==> config.mk <==
export PLATFORM = sky130hd
export DESIGN_NAME = tile_console_writer
export DESIGN_NICKNAME = d
export VERILOG_FILES = /design/src/rtl/tile_console_writer_pkg.sv /design/src/rtl/console_cursor.sv /design/src/rtl/tile_console_writer.sv
export SDC_FILE = /design/constraint.sdc
export NUM_CORES = 1
export LEC_CHECK = 0
export ABC_AREA = 1
export CAP_MARGIN = 20
export CORE_MARGIN = 2
export CORE_UTILIZATION = 50
export DETAILED_ROUTE_END_ITERATION = 16
export GPL_TIMING_DRIVEN = 0
export PLACE_DENSITY = 0.76
export SLEW_MARGIN = 40
export SYNTH_ARGS = -nofsm -noshare
export SYNTH_HDL_FRONTEND = slang
export SYNTH_SLANG_ARGS = --single-unit
==> constraint.sdc <==
create_clock -name clk -period 2 [get_ports clk]
set_input_delay 0.4 -clock clk [delete_from_list [all_inputs] [get_ports clk]]
set_output_delay 0.4 -clock clk [all_outputs]
set_load 0.1 [all_outputs]
==> src/rtl/tile_console_writer_pkg.sv <==
// Shared constants and encodings for the tile console writer.
package tile_console_writer_pkg;

    localparam int COLS = 32;

    localparam logic [7:0] CH_BS = 8'h08;
    localparam logic [7:0] CH_LF = 8'h0A;
    localparam logic [7:0] CH_FF = 8'h0C;

    typedef enum logic [2:0] {
        ST_IDLE        = 3'd0,
        ST_DECODE      = 3'd1,
        ST_PUT         = 3'd2,
        ST_SCROLL_RD   = 3'd3,
        ST_SCROLL_WR   = 3'd4,
        ST_SCROLL_FILL = 3'd5,
        ST_CLEAR       = 3'd6
    } state_e;

    // Cursor update requested by the writer FSM for the current cycle.
    typedef enum logic [2:0] {
        CUR_HOLD    = 3'd0,
        CUR_ADVANCE = 3'd1,
        CUR_NEWLINE = 3'd2,
        CUR_BACK    = 3'd3,
        CUR_HOME    = 3'd4,
        CUR_LAST    = 3'd5
    } cur_cmd_e;

endpackage

==> src/rtl/console_cursor.sv <==
// Hardware text cursor: row/column registers with advance, newline,
// backspace and home / last-row loads. On the bottom row a newline only
// resets the column; the writer handles the scroll.
module console_cursor
    import tile_console_writer_pkg::*;
#(
    parameter int ROWS = 30
) (
    input  logic     clk_i,
    input  logic     reset_i,
    input  cur_cmd_e cmd_i,
    output logic [4:0] row_o,
    output logic [4:0] col_o,
    output logic     at_bottom_o
);

    localparam logic [4:0] LAST_ROW = 5'(ROWS - 1);
    localparam logic [4:0] LAST_COL = 5'(COLS - 1);

    logic [4:0] row_q, row_d;
    logic [4:0] col_q, col_d;

    assign at_bottom_o = (row_q == LAST_ROW);
    assign row_o       = row_q;
    assign col_o       = col_q;

    // Next cursor position for the requested command.
    always_comb begin
        row_d = row_q;
        col_d = col_q;
        case (cmd_i)
            CUR_ADVANCE: begin
                if (col_q != LAST_COL) begin
                    col_d = col_q + 5'd1;
                end else begin
                    col_d = 5'd0;
                    if (!at_bottom_o) row_d = row_q + 5'd1;
                end
            end
            CUR_NEWLINE: begin
                col_d = 5'd0;
                if (!at_bottom_o) row_d = row_q + 5'd1;
            end
            CUR_BACK: begin
                if (col_q != 5'd0) col_d = col_q - 5'd1;
            end
            CUR_HOME: begin
                row_d = 5'd0;
                col_d = 5'd0;
            end
            CUR_LAST: begin
                row_d = LAST_ROW;
                col_d = 5'd0;
            end
            default: ;
        endcase
    end

    // Cursor registers.
    always_ff @(posedge clk_i) begin
        if (reset_i) begin
            row_q <= 5'd0;
            col_q <= 5'd0;
        end else begin
            row_q <= row_d;
            col_q <= col_d;
        end
    end

endmodule

==> src/rtl/tile_console_writer.sv <==
// Byte-stream console writer for the 32-column tile RAM. Prints bytes at
// the cursor, handles BS/LF/FF, scrolls by row copy and clears by sweep.
// RAM lines only advance on cycles where the arbiter grants the slot.
module tile_console_writer
    import tile_console_writer_pkg::*;
#(
    parameter int         ROWS = 30,
    parameter logic [7:0] FILL = 8'h00
) (
    input  logic       clk,
    input  logic       reset,
    input  logic       in_valid,
    input  logic [7:0] in_data,
    output logic       in_ready,
    input  logic       ram_grant,
    output logic [9:0] ram_addr,
    output logic [7:0] ram_wdata,
    output logic       ram_we,
    input  logic [7:0] ram_rdata,
    output logic [4:0] cursor_row,
    output logic [4:0] cursor_col,
    output logic       busy
);

    localparam logic [9:0] CELLS_LAST = 10'(ROWS * COLS - 1);
    localparam logic [9:0] COPY_LAST  = 10'((ROWS - 1) * COLS - 1);
    localparam logic [9:0] FILL_FIRST = 10'((ROWS - 1) * COLS);
    localparam logic [4:0] LAST_COL   = 5'(COLS - 1);

    state_e     state_q;
    logic [7:0] byte_q;
    logic [7:0] buf_q;
    logic [9:0] idx_q;
    cur_cmd_e   cur_cmd;
    logic       at_bottom;

    console_cursor #(.ROWS(ROWS)) u_cursor (
        .clk_i      (clk),
        .reset_i    (reset),
        .cmd_i      (cur_cmd),
        .row_o      (cursor_row),
        .col_o      (cursor_col),
        .at_bottom_o(at_bottom)
    );

    assign in_ready = (state_q == ST_IDLE) && !reset;
    assign busy     = (state_q != ST_IDLE);

    // Cursor command: decode-time controls, and end-of-step updates that
    // only fire on a granted RAM cycle.
    always_comb begin
        cur_cmd = CUR_HOLD;
        case (state_q)
            ST_DECODE: begin
                if (byte_q == CH_BS)      cur_cmd = CUR_BACK;
                else if (byte_q == CH_LF) cur_cmd = CUR_NEWLINE;
            end
            ST_PUT:         if (ram_grant) cur_cmd = CUR_ADVANCE;
            ST_SCROLL_FILL: if (ram_grant && idx_q == CELLS_LAST) cur_cmd = CUR_LAST;
            ST_CLEAR:       if (ram_grant && idx_q == CELLS_LAST) cur_cmd = CUR_HOME;
            default: ;
        endcase
    end

    // RAM address/data/strobe; the strobe is gated by grant so an
    // ungranted cycle is a pure stall.
    always_comb begin
        ram_addr  = {cursor_row, cursor_col};
        ram_wdata = FILL;
        ram_we    = 1'b0;
        case (state_q)
            ST_PUT: begin
                ram_wdata = byte_q;
                ram_we    = ram_grant;
            end
            ST_SCROLL_RD: ram_addr = idx_q + 10'd32;
            ST_SCROLL_WR: begin
                ram_addr  = idx_q;
                ram_wdata = buf_q;
                ram_we    = ram_grant;
            end
            ST_SCROLL_FILL, ST_CLEAR: begin
                ram_addr = idx_q;
                ram_we   = ram_grant;
            end
            default: ;
        endcase
    end

    // Writer FSM: byte latch, decode, put, scroll copy/fill and clear sweep.
    always_ff @(posedge clk) begin
        if (reset) begin
            state_q <= ST_IDLE;
            byte_q  <= 8'h00;
            buf_q   <= 8'h00;
            idx_q   <= 10'd0;
        end else begin
            case (state_q)
                ST_IDLE: begin
                    if (in_valid) begin
                        byte_q  <= in_data;
                        state_q <= ST_DECODE;
                    end
                end
                ST_DECODE: begin
                    idx_q <= 10'd0;
                    case (byte_q)
                        CH_BS:   state_q <= ST_IDLE;
                        CH_LF:   state_q <= at_bottom ? ST_SCROLL_RD : ST_IDLE;
                        CH_FF:   state_q <= ST_CLEAR;
                        default: state_q <= ST_PUT;
                    endcase
                end
                ST_PUT: begin
                    if (ram_grant) begin
                        idx_q   <= 10'd0;
                        state_q <= (cursor_col == LAST_COL && at_bottom) ? ST_SCROLL_RD : ST_IDLE;
                    end
                end
                ST_SCROLL_RD: begin
                    if (ram_grant) begin
                        buf_q   <= ram_rdata;
                        state_q <= ST_SCROLL_WR;
                    end
                end
                ST_SCROLL_WR: begin
                    if (ram_grant) begin
                        if (idx_q == COPY_LAST) begin
                            idx_q   <= FILL_FIRST;
                            state_q <= ST_SCROLL_FILL;
                        end else begin
                            idx_q   <= idx_q + 10'd1;
                            state_q <= ST_SCROLL_RD;
                        end
                    end
                end
                ST_SCROLL_FILL, ST_CLEAR: begin
                    if (ram_grant) begin
                        if (idx_q == CELLS_LAST) state_q <= ST_IDLE;
                        else                     idx_q   <= idx_q + 10'd1;
                    end
                end
                default: state_q <= ST_IDLE;
            endcase
        end
    end

endmodule

==> flow_summary_export.csv <==
group,metric,value,unit
floorplan,die_w,75.6,µm
routing,route.detailed.drc,0,
grt,first_global_vias,2527,
clocking,ctsLongestPathBuffers,2,
power,ir_drop,0.525,mV
routing,antenna_left,0,
yosys,avgSynthCellArea,6.51,µm²
final_layout,layout_commonest_cell,"nand2_1",
yosys,synth_top_family_by_area,"simple AND/OR/NAND/NOR gates",
placed_design,gp_congestion,0.902,
worst_hold_path,min_path_type,"flip-flop to flip-flop",
yosys,ys_ff_latch,39,
sta,period_share,1.03,
power,leakage,1.65,nW
clocking,cts.clk_slew.worst_paths,0.08,ns
sta,layout_min_cycle_time,2.07,ns
grt,overflow,0,
floorplan,io_pins,51,
yosys,synth_nets,421,
clocking,cts_root_buf,"clkbuf_8",
yosys,synth_fa_ha_area_frac,0.0391,
floorplan,rows,26,
routing,wl_per_cell,13.7,µm
final_layout,diodes,0,
yosys,synthMuxAreaShare,0,
floorplan,die_h,75.6,µm
sta,fmax,484,MHz
job,maxCapViolations,0,
sta,clock_skew,0.00914,ns
yosys,synthCells,393,
clocking,numCtsBuffers,5,
final_layout,final_cells,540,
critical_path,end_kind,"output pin",
critical_path,worstSetupPathType,"flip-flop to output pin",
clocking,ctsHtreeMaxLevel,2,
placed_design,place_ws,-0.181,ns
sta,final_hold_viol_count,0,
clocking,cts_tree,"done",
clocking,ctsHoldBuffers,0,
sta,fin_ws,-0.0677,ns
grt,met3_usage,0.0622,
grt,grt_busiest_layer,"met2",
yosys,yosys_warnings,0,
yosys,ys_types,34,
grt,grtUsageTotal,0.260,
sta,slew_violations,0,
sta,tightest_slew,0.487,ns
yosys,synthXorXnorAreaFrac,0.0376,
critical_path,cp.required,1.60,ns
sta,slew_headroom,0.678,
critical_path,arrival,1.67,ns
critical_path,worstPathMaxFanout,6,
final_layout,seq_area,802,µm²
critical_path,start_kind,"flip-flop",
final_layout,syn_to_final_growth,42.3,%
floorplan,start_util,0.511,
final_layout,drive_gt1_frac,0.270,
routing,drt_first_iter_violations,175,
grt,met1_usage,0.311,
critical_path,slowest_stage,"dfxtp_4",
grt,grt_antenna_before_repair,0,
placed_design,dpl.hpwl,4.99,mm
routing,vias,2876,
floorplan,coreArea,5010,µm²
placed_design,dp_cells,513,
yosys,synth_compound_area_frac,0.169,
routing,routed_wl,7.38,mm
placed_design,dpl-instance-area,3100,µm²
clocking,cts_sinks,39,
yosys,syn_area,2560,µm²
final_layout,fin_area,3640,µm²
power,power_density,786,nW/µm²
grt,grt_pass1_wl,11.3,mm
final_layout,multi_input_area,1630,µm²
routing,vias_per_cell,5.33,
clocking,clock_latency,0.30,ns
sta,rsz0062_at_grt,"true",
status,status,"complete, but fails checks",
routing,dr.pass1.iters,5,
grt,grt_max_degree,13,
final_layout,layout_common_cells,"nand2_1, inv_1, nor2_1",
floorplan,fp.dieArea,5710,µm²
final_layout,fillers,425,
final_layout,nets,497,
sta,setup_viol,9,
sta,holdWs,0.458,ns
critical_path,path_cells,"nand2_4 > inv_4 > nor2_4 > inv_4 > nand2_8 > buf_8 > o211ai_1 > buf_6",
critical_path,cpMostUsedCell,"inv_4",
status,violations,"setup timing",
critical_path,critPathMaxStageDelay,0.40,ns
yosys,yosys.area_share.simple,0.336,
yosys,yosysSeqAreaShare,0.305,
placed_design,portBuffers,50,
grt,use_met2,0.429,
synth_stat cells:
| cell type | count | area (µm²) |
|---|---|---|
| a21oi_1 | 29 | 145 |
| a22oi_1 | 1 | 7.51 |
| a31oi_1 | 1 | 6.26 |
| buf_2 | 3 | 15.0 |
| buf_4 | 1 | 7.51 |
| buf_6 | 3 | 33.8 |
| clkbuf_1 | 3 | 11.3 |
| clkinv_1 | 2 | 7.51 |
| dfxtp_1 | 39 | 781 |
| ha_1 | 8 | 100 |
| inv_1 | 53 | 199 |
| inv_2 | 4 | 15.0 |
| nand2_1 | 86 | 323 |
| nand2_2 | 4 | 25.0 |
| nand2_4 | 3 | 33.8 |
| nand3_1 | 32 | 160 |
| nand3_2 | 2 | 20.0 |
| nand4_1 | 4 | 25.0 |
| nand4_2 | 1 | 12.5 |
| nor2_1 | 40 | 150 |
| nor2_2 | 2 | 12.5 |
| nor2_4 | 3 | 33.8 |
| nor3_1 | 4 | 20.0 |
| nor3_2 | 1 | 10.0 |
| nor3_4 | 1 | 16.3 |
| o211ai_1 | 3 | 22.5 |
| o21ai_0 | 34 | 170 |
| o221ai_1 | 2 | 17.5 |
| o22ai_1 | 9 | 56.3 |
| o31ai_1 | 1 | 7.51 |
| or2_0 | 1 | 6.26 |
| or2_2 | 2 | 12.5 |
| xnor2_1 | 1 | 8.76 |
| xor2_1 | 10 | 87.6 |
final timing paths:
kind                                         startpoint                        endpoint  slack, ns  cells after the start
worst max-delay path            state_q[0]$_SDFFE_PP0P_                     ram_addr[7]      -0.07                      8
worst min-delay path              buf_q[2]$_SDFFE_PP0P_           buf_q[2]$_SDFFE_PP0P_       0.46                      2
worst max register to register    idx_q[0]$_SDFFE_PP0P_  u_cursor.row_o[0]$_SDFFE_PP0P_       0.14                      9
worst min register to register    buf_q[2]$_SDFFE_PP0P_           buf_q[2]$_SDFFE_PP0P_       0.46                      2
repair_timing:
| item | 4_1_cts | 5_1_grt |
|---|---|---|
| gates resized for setup | 64 | 18 |
| pin swaps | 3 | 3 |
| gates cloned | 1 | 1 |
| setup endpoints to repair | 20 | 25 |
| buffers inserted | 8 | 9 |
state kept, by name, indices dropped and copies added (netlist names):
register	count
buf_q	8
byte_q	8
idx_q	10
state_q	3
u_cursor.col_o	5
u_cursor.row_o	5
cells by family after synthesis:
kind of cell             Yosys count
AND/OR/NAND/NOR                  186
AO/OA/AOI/OAI                     80
buffers and inverters             69
flip-flops                        39
XOR/XNOR                          11
adder cells (fa/ha/maj)            8
final cells by class:
type	count	share of cell area
Tap cell	70	0.0240
Inverter	59	0.0646
Timing Repair Buffer	68	0.192
Buffer	10	0.0216
Clock buffer	7	0.0264
Clock inverter	1	0.00172
Timing Repair inverter	1	0.00137
Sequential cell	39	0.220
Multi-Input combinational cell	285	0.448
through the flow:
stage	TNS, ns	total power (W)	util
2_1_floorplan	-8.10	0.00187	-
3_3_place_gp	-15.90	0.00214	0.650
3_5_place_dp	-1.82	0.00209	0.619
4_1_cts	-0.224	0.00281	0.694
5_1_grt	-1.60	0.00301	0.727
6_report	-0.318	0.00287	0.727
critical path, delay by kind of cell (launching register included):
| kind | cells | cell delay (ns) |
|---|---|---|
| buffers and inverters | 4 | 0.54 |
| DFF | 1 | 0.40 |
| AOI/OAI and AO/OA | 1 | 0.23 |
| and+or+nand+nor | 3 | 0.20 |
layer usage:
metal,wire length [µm],vias to the layer above,share of wire
met3,401,28,0.054
met5,0,-,0
li1,-,1438,-
met2,3640,113,0.49
met1,3050,1297,0.41
met4,291,0,0.039
where the power goes:
| part | internal, W | switching [W] | total, W |
|---|---|---|---|
| clock network | 0.000315 | 0.000296 | 0.000611 |
| logic | 0.000401 | 0.000939 | 0.00134 |
| registers | 0.000850 | 0.0000635 | 0.000914 |
| total | 0.00157 | 0.00130 | 0.00287 |
No activity file was read; power rests on OpenSTA's default activity.
